==> src/rtl/rv_ctrl_pkg.sv <==
// Purpose : shared encodings for the RV32 multi-cycle controller, immediate generator and ALU.
// Latency : n/a (constants and types only).
// Backpressure: n/a.
// Contents: opcode values, FSM state encoding, ALU_OP_* and IMM_SEL_* codes.
package rv_ctrl_pkg;

  localparam logic [6:0] OPC_OP     = 7'b0110011;
  localparam logic [6:0] OPC_OP_IMM = 7'b0010011;
  localparam logic [6:0] OPC_LOAD   = 7'b0000011;
  localparam logic [6:0] OPC_STORE  = 7'b0100011;
  localparam logic [6:0] OPC_BRANCH = 7'b1100011;

  localparam logic [2:0] F3_BEQ = 3'b000;
  localparam logic [2:0] F3_BNE = 3'b001;

  localparam logic [1:0] ALU_OP_ADD   = 2'b00;
  localparam logic [1:0] ALU_OP_SUB   = 2'b01;
  localparam logic [1:0] ALU_OP_FUNCT = 2'b10;

  localparam logic [1:0] IMM_SEL_I = 2'b00;
  localparam logic [1:0] IMM_SEL_S = 2'b01;
  localparam logic [1:0] IMM_SEL_B = 2'b10;

  typedef enum logic [2:0] {
    ST_FETCH  = 3'd0,
    ST_DECODE = 3'd1,
    ST_EXEC   = 3'd2,
    ST_MEM    = 3'd3,
    ST_WB     = 3'd4,
    ST_TRAP   = 3'd5
  } state_t;

endpackage

==> src/rtl/ctrl_opc_decode.sv <==
// Purpose : classify a 7-bit RV32 opcode into one of six instruction classes (one-hot).
// Latency : combinational.
// Backpressure: none.
// Ports   : i_opcode (instr[6:0]) -> o_is_op/o_is_imm/o_is_load/o_is_store/o_is_branch/o_is_illegal.
module ctrl_opc_decode
  import rv_ctrl_pkg::*;
(
  input  logic [6:0] i_opcode,
  output logic       o_is_op,
  output logic       o_is_imm,
  output logic       o_is_load,
  output logic       o_is_store,
  output logic       o_is_branch,
  output logic       o_is_illegal
);

  always_comb begin
    o_is_op      = 1'b0;
    o_is_imm     = 1'b0;
    o_is_load    = 1'b0;
    o_is_store   = 1'b0;
    o_is_branch  = 1'b0;
    o_is_illegal = 1'b0;
    case (i_opcode)
      OPC_OP:     o_is_op     = 1'b1;
      OPC_OP_IMM: o_is_imm    = 1'b1;
      OPC_LOAD:   o_is_load   = 1'b1;
      OPC_STORE:  o_is_store  = 1'b1;
      OPC_BRANCH: o_is_branch = 1'b1;
      default:    o_is_illegal = 1'b1;
    endcase
  end

endmodule

==> src/rtl/multicycle_ctrl.sv <==
// Purpose : multi-cycle control FSM for the RV32 datapath, plus retired-instruction counter.
// Latency : zero-wait memories: branch 3, OP/OP_IMM/STORE 4, LOAD 5 cycles per instruction.
// Backpressure: FETCH waits on i_imem_ready, MEM waits on i_dmem_ready, both without timeout.
// Ports   : i_clk, i_rst_n (async, active low), i_instr (IR), i_alu_zero, i_imem_ready, i_dmem_ready;
//           o_imem_req, o_dmem_req/o_dmem_we, datapath enables (ir/pc/tgt/reg), mux selects
//           (pc_src, alu_src_a/b, alu_op, imm_sel, wb_sel), o_busy, o_retire, o_retire_cnt.
// Config  : ILLEGAL_TRAP_EN adds o_trap; unknown opcodes then park the FSM in TRAP until reset.
//           Without it, unknown opcodes retire as NOPs.
module multicycle_ctrl
  import rv_ctrl_pkg::*;
#(
  parameter int CNT_W = 32
) (
  input  logic             i_clk,
  input  logic             i_rst_n,
  input  logic [31:0]      i_instr,
  input  logic             i_alu_zero,
  input  logic             i_imem_ready,
  input  logic             i_dmem_ready,
  output logic             o_imem_req,
  output logic             o_dmem_req,
  output logic             o_dmem_we,
  output logic             o_ir_we,
  output logic             o_pc_we,
  output logic             o_pc_src,
  output logic             o_tgt_we,
  output logic             o_alu_src_a,
  output logic             o_alu_src_b,
  output logic [1:0]       o_alu_op,
  output logic [1:0]       o_imm_sel,
  output logic             o_reg_we,
  output logic             o_wb_sel,
  output logic             o_busy,
  output logic             o_retire,
  output logic [CNT_W-1:0] o_retire_cnt
`ifdef ILLEGAL_TRAP_EN
  ,
  output logic             o_trap
`endif
);

  state_t           r_state;
  state_t           w_state_nxt;
  logic             r_run;
  logic [CNT_W-1:0] r_retire_cnt;

  logic w_is_op, w_is_imm, w_is_load, w_is_store, w_is_branch, w_is_illegal;
  logic w_br_taken;
  logic w_unused;

  // Only opcode and funct3 steer the controller; funct7/registers belong to the datapath.
  assign w_unused = ^{i_instr[31:15], i_instr[11:7]};

  ctrl_opc_decode u_opc_decode (
    .i_opcode     (i_instr[6:0]),
    .o_is_op      (w_is_op),
    .o_is_imm     (w_is_imm),
    .o_is_load    (w_is_load),
    .o_is_store   (w_is_store),
    .o_is_branch  (w_is_branch),
    .o_is_illegal (w_is_illegal)
  );

  assign w_br_taken = ((i_instr[14:12] == F3_BEQ) &&  i_alu_zero) ||
                      ((i_instr[14:12] == F3_BNE) && !i_alu_zero);

  // r_run is cleared asynchronously by reset and set on the first edge after release.
  // Gating every output with it keeps outputs at 0 while reset is asserted and makes
  // imem_req appear only once the controller is actually running.
  always_ff @(posedge i_clk or negedge i_rst_n) begin
    if (!i_rst_n) begin
      r_run   <= 1'b0;
      r_state <= ST_FETCH;
    end else begin
      r_run   <= 1'b1;
      r_state <= w_state_nxt;
    end
  end

  always_comb begin
    w_state_nxt = r_state;
    if (r_run) begin
      case (r_state)
        ST_FETCH:  if (i_imem_ready) w_state_nxt = ST_DECODE;
        ST_DECODE: w_state_nxt = ST_EXEC;
        ST_EXEC: begin
          if (w_is_op || w_is_imm)          w_state_nxt = ST_WB;
          else if (w_is_load || w_is_store) w_state_nxt = ST_MEM;
          else if (w_is_branch)             w_state_nxt = ST_FETCH;
          else begin
`ifdef ILLEGAL_TRAP_EN
            w_state_nxt = ST_TRAP;
`else
            w_state_nxt = ST_FETCH;
`endif
          end
        end
        ST_MEM:    if (i_dmem_ready) w_state_nxt = w_is_store ? ST_FETCH : ST_WB;
        ST_WB:     w_state_nxt = ST_FETCH;
`ifdef ILLEGAL_TRAP_EN
        ST_TRAP:   w_state_nxt = ST_TRAP;
`endif
        default:   w_state_nxt = ST_FETCH;
      endcase
    end
  end

  always_comb begin
    o_imem_req  = 1'b0;
    o_dmem_req  = 1'b0;
    o_dmem_we   = 1'b0;
    o_ir_we     = 1'b0;
    o_pc_we     = 1'b0;
    o_pc_src    = 1'b0;
    o_tgt_we    = 1'b0;
    o_alu_src_a = 1'b0;
    o_alu_src_b = 1'b0;
    o_alu_op    = ALU_OP_ADD;
    o_imm_sel   = IMM_SEL_I;
    o_reg_we    = 1'b0;
    o_wb_sel    = 1'b0;
    o_busy      = 1'b0;
    o_retire    = 1'b0;
`ifdef ILLEGAL_TRAP_EN
    o_trap      = 1'b0;
`endif
    if (r_run) begin
      case (r_state)
        ST_FETCH: begin
          o_imem_req = 1'b1;
          if (i_imem_ready) begin
            o_ir_we = 1'b1;
            o_pc_we = 1'b1;
          end
        end
        ST_DECODE: begin
          // old_pc + B-immediate is computed here for every instruction; only a
          // taken branch ever consumes the target register.
          o_busy      = 1'b1;
          o_alu_src_a = 1'b1;
          o_alu_src_b = 1'b1;
          o_imm_sel   = IMM_SEL_B;
          o_tgt_we    = 1'b1;
        end
        ST_EXEC: begin
          o_busy = 1'b1;
          if (w_is_op) begin
            o_alu_op = ALU_OP_FUNCT;
          end else if (w_is_imm) begin
            o_alu_src_b = 1'b1;
            o_alu_op    = ALU_OP_FUNCT;
          end else if (w_is_load) begin
            o_alu_src_b = 1'b1;
          end else if (w_is_store) begin
            o_alu_src_b = 1'b1;
            o_imm_sel   = IMM_SEL_S;
          end else if (w_is_branch) begin
            o_alu_op = ALU_OP_SUB;
            o_retire = 1'b1;
            if (w_br_taken) begin
              o_pc_we  = 1'b1;
              o_pc_src = 1'b1;
            end
          end else if (w_is_illegal) begin
`ifndef ILLEGAL_TRAP_EN
            o_retire = 1'b1;
`endif
          end
        end
        ST_MEM: begin
          // Address selects stay as in EXEC so the address is stable for the access.
          o_busy      = 1'b1;
          o_dmem_req  = 1'b1;
          o_dmem_we   = w_is_store;
          o_alu_src_b = 1'b1;
          o_imm_sel   = w_is_store ? IMM_SEL_S : IMM_SEL_I;
          o_retire    = i_dmem_ready && w_is_store;
        end
        ST_WB: begin
          o_busy   = 1'b1;
          o_reg_we = 1'b1;
          o_wb_sel = w_is_load;
          o_retire = 1'b1;
        end
`ifdef ILLEGAL_TRAP_EN
        ST_TRAP: begin
          o_busy = 1'b1;
          o_trap = 1'b1;
        end
`endif
        default: ;
      endcase
    end
  end

  always_ff @(posedge i_clk or negedge i_rst_n) begin
    if (!i_rst_n) begin
      r_retire_cnt <= '0;
    end else if (o_retire) begin
      r_retire_cnt <= r_retire_cnt + CNT_W'(1);
    end
  end

  assign o_retire_cnt = r_retire_cnt;

endmodule

==> config.mk <==
export PLATFORM = sky130hd
export DESIGN_NAME = multicycle_ctrl
export DESIGN_NICKNAME = d
export VERILOG_FILES = /design/src/rtl/rv_ctrl_pkg.sv /design/src/rtl/ctrl_opc_decode.sv /design/src/rtl/multicycle_ctrl.sv
export SDC_FILE = /design/constraint.sdc
export NUM_CORES = 1
export LEC_CHECK = 0
export CORE_MARGIN = 1
export CORE_UTILIZATION = 38
export DETAILED_ROUTE_END_ITERATION = 6
export HOLD_SLACK_MARGIN = 0.08
export PLACE_DENSITY = 0.73
export REMOVE_ABC_BUFFERS = 1
export SLEW_MARGIN = 25
export SYNTH_ARGS = -nofsm -noshare
export SYNTH_HDL_FRONTEND = slang
export SYNTH_SLANG_ARGS = --single-unit
==> constraint.sdc <==
create_clock -name i_clk -period 1.8 [get_ports i_clk]
set_input_delay 0.18 -clock i_clk [delete_from_list [all_inputs] [get_ports i_clk]]
set_output_delay 0.18 -clock i_clk [all_outputs]
set_load 0.05 [all_outputs]
==> results.sh <==
export IMPL_ff_latch_area_um2=900.9
export IMPL_synthDistinctLibCells=44
export IMPL_worst_slew_pin_slew_ns=0.5533
export IMPL_status="finished with violations"
export IMPL_dp_worst_setup_slack_ns=-0.4455
export IMPL_post_synth_top_area_cell="sky130_fd_sc_hd__dfrtp_1"
export IMPL_initial_core_util_pct=40.79
export IMPL_finish_net_count=357
export IMPL_detail_route_drc_violations=0
export IMPL_report_power_total_mw=3.793
export IMPL_cp_depth=8
export IMPL_synth_area_leaders="sky130_fd_sc_hd__dfrtp_1, sky130_fd_sc_hd__xnor2_1, sky130_fd_sc_hd__xor2_1"
export IMPL_cts_num_sinks=36
export IMPL_wl_per_cell_um=21.16
export IMPL_layout_drive_gt1_share_pct=47.81
export IMPL_synth_edf_count=0
export IMPL_wire_length_of_the_first_global_routing_pass_um=11270
export IMPL_cp_data_arrival_time_ns=2.34
export IMPL_reg2reg_to="o_retire_cnt[26]"
export IMPL_clk_transition_reported_paths_ns=0.08
export IMPL_cts_tree="yes"
export IMPL_ant_nets=0
export IMPL_timing_worst_setup_path_type="reg2reg"
export IMPL_failed_checks="setup timing"
export IMPL_yosysSeqAreaShare_pct=45.25
export IMPL_report_final_slew_viol_count=0
export IMPL_drt_wl_total_um=8190
export IMPL_power_static_leakage_nw=1.927
export IMPL_drtIter0Drc=188
export IMPL_floorplan_core_area_um2=4880
export IMPL_grt_overflow=0
export IMPL_wp_buf_inv=3
export IMPL_worstSetupEndpoint="o_retire_cnt[26]"
export IMPL_maximum_achievable_frequency_ghz=0.4641
export IMPL_synth_top_cell_area_share_pct=45.25
export IMPL_track_usage_pct=27.98
export IMPL_cts_htree_levels=2
export IMPL_area_of_combinational_cells_with_multiple_inputs_um2=1388
export IMPL_via_count=2177
export IMPL_fillers=275
export IMPL_timing_hold_worst_class="in2async"
export IMPL_timing_final_hold_violations=0
export IMPL_vias_per_cell=5.625
export IMPL_timing_critical_path_from="r_state[2]"
export IMPL_first_pass_iters=4
export IMPL_endpoint_kind="register"
export IMPL_timing_critical_path_slowest_stage_cell="sky130_fd_sc_hd__dfrtp_1"
export IMPL_mostFrequentLayoutCells="sky130_fd_sc_hd__buf_4, sky130_fd_sc_hd__dfrtp_1, sky130_fd_sc_hd__clkdlybuf4s50_1, sky130_fd_sc_hd__buf_12, sky130_fd_sc_hd__buf_6"
export IMPL_synthArstFlopShare_pct=100.0
export IMPL_maxCapViolCount=0
export IMPL_die_x_um=74.38
export IMPL_synthesis_yosys_warnings=0
export IMPL_buffer_ports_inserted=63
export IMPL_holdBufCountCts=0
export IMPL_power_per_cell_area_nw_per_um2=969.3
export IMPL_fin_tns_setup_ns=-9.513
export IMPL_worstRegToRegCells=8
export IMPL_final_period_minus_worst_setup_slack_ns=2.155
export IMPL_cpPeakStageDelay_ns=0.44
export IMPL_area_growth_synth_to_final_pct=96.61
export IMPL_timing_final_crit_share_pct=119.7
export IMPL_dpl_instance_area_um2=3112
export IMPL_crit_path_cell_trace="buf_6 -> and4b_2 -> a41oi_4 -> a2111oi_4 -> buf_6 -> buf_4 -> nand3_4 -> xnor2_2"
export IMPL_r2r_start="r_state[2]"
export IMPL_floorplan_io_pins=86
export IMPL_grt_antenna_before_repair=0
export IMPL_grt_pass1_vias=2120
export IMPL_cp_start_kind="register"
export IMPL_clock_path_buffers=2
export IMPL_ff2ff_setup_slack_ns=-0.35
export IMPL_tritoncts_num_buffers=5
export IMPL_vdd_ir_drop_worst_mv=0.9873
export IMPL_syn_area_um2=1991
export IMPL_final_setup_viol_count=44
export IMPL_grt_max_degree=37
export IMPL_fp_rows=25
export IMPL_die_height_um=74.38
export IMPL_worst_clock_skew_ns=0.01130
export IMPL_rsz_0062_raised_after_global_routing="yes"
export IMPL_max_slew_margin_pct=63.05
export IMPL_hpwlAfterDp_um=3870
export IMPL_cpMostUsedCell="sky130_fd_sc_hd__buf_6"
export IMPL_ys_dominant_reg_cell="sky130_fd_sc_hd__dfrtp_1"
export IMPL_clk_insertion_delay_late_ns=0.30
export IMPL_crit_path_max_fo=6
export IMPL_most_common_library_cell_in_the_layout_ignoring_fill_and_taps="sky130_fd_sc_hd__buf_4"
export IMPL_die_area_um2=5532
export IMPL_setup_slack_ns=-0.3549
export IMPL_root_buffer="sky130_fd_sc_hd__clkbuf_8"
export IMPL_n_antenna_cell=0
export IMPL_synthesized_area_per_cell_um2=10.53
export IMPL_postSynthRegisterBits=36
export IMPL_fin_area_um2=3914
export IMPL_finalWeightedCongestion=0.8088
export IMPL_timing_critical_path_required_ns=1.98
export IMPL_post_syn_instances=189
export IMPL_layout_core_utilization_pct=80.21
export IMPL_timing_critical_path_max_delay_family="compound AO/OA/AOI/OAI gates"
-- cell usage after synthesis, types with 4 or more instances --
library cell               n
sky130_fd_sc_hd__and2_1    4
sky130_fd_sc_hd__inv_1     4
sky130_fd_sc_hd__nor2_1   11
sky130_fd_sc_hd__xor2_1   12
sky130_fd_sc_hd__and3_1    8
sky130_fd_sc_hd__nand3_1  11
sky130_fd_sc_hd__and4_1    4
sky130_fd_sc_hd__nand2_1  11
sky130_fd_sc_hd__dfrtp_1  36
sky130_fd_sc_hd__nand4_1  14
sky130_fd_sc_hd__nor3_1    5
sky130_fd_sc_hd__xnor2_1  22
sky130_fd_sc_hd__buf_4     5
-- area by class of cell --
| class | count | share of cell area, % |
|---|---|---|
| Inverter | 4 | 0.4476 |
| Clock inverter | 3 | 0.4795 |
| Sequential cell | 36 | 23.02 |
| Tap cell | 67 | 2.142 |
| Multi-Input combinational cell | 141 | 35.45 |
| Clock buffer | 5 | 1.758 |
| Timing Repair Buffer | 131 | 36.70 |
-- how the worst min path moves through the flow --
stage / depth (start not counted) / to / slack (ns) / start
detailed placement: 1 / o_retire_cnt[31] / 0.47 / o_retire_cnt[31]
global placement: 1 / o_retire_cnt[31] / 0.47 / o_retire_cnt[31]
finish: 2 / o_retire_cnt[3] / 0.32 / i_rst_n
floorplan: 0 / o_retire_cnt[0] / -0.12 / i_rst_n
CTS: 2 / o_retire_cnt[3] / 0.32 / i_rst_n
global route: 2 / o_retire_cnt[3] / 0.36 / i_rst_n
-- power by group --
part,switching (mW),leakage [nW],internal (mW),total [mW]
logic,1.22,1.39,1.04,2.26
clock network,0.312,0.0479,0.270,0.582
registers,0.0578,0.490,0.890,0.948
total,1.59,1.93,2.20,3.79
-- worst register-to-register path: cells and delay by family (launching register included) --
kind | cells | cell delay (ns)
buffers and inverters | 3 | 0.46
xor gates and xnor gates | 1 | 0.16
DFF | 1 | 0.44
AOI/OAI and AO/OA | 2 | 0.60
and+or+nand+nor | 2 | 0.39
-- flip-flops by register name, indices dropped and copies added, names as in the netlist --
| name | cells |
|---|---|
| o_retire_cnt | 32 |
| r_state | 3 |
| r_run | 1 |
-- timing repair --
item | in CTS | in global routing
buffers inserted | 22 | 10
endpoints found under the hold margin | 0 | 0
gates cloned | 2 | 0
gates resized for setup | 64 | 47
pin swaps | 28 | 24
endpoints found under the setup margin | 38 | 56
-- cell families (layout without fill, tap and decap cells) --
group | count (synthesis) | in the layout | share of synthesized area, %
multiplexers | 1 | 1 | 0.5656
AND/OR/NAND/NOR | 86 | 86 | 26.90
XOR/XNOR | 34 | 34 | 14.96
AO/OA/AOI/OAI | 17 | 18 | 7.669
other | 1 | 1 | 0.1884
adder cells (fa/ha/maj) | 1 | 1 | 0.6284
buffers and inverters | 13 | 143 | 3.834
flip-flops | 36 | 36 | 45.25
-- layer usage --
metal  GRT usage [%]  vias to the layer above  wire length (um)
met5               0                        -                 0
met4           13.42                        0               242
met3           5.556                       24               478
met2           49.75                       97              4273
met1           32.10                     1114              3195
li1                -                      942                 -
-- stage by stage --
stage	hold WS, ns	instances
2_1_floorplan	-0.1156	180
3_3_place_gp	0.4693	351
3_5_place_dp	0.4678	351
4_1_cts	0.3247	382
5_1_grt	0.3559	387
6_report	0.3153	387
Note: power is estimated with default switching activity, not from simulation.
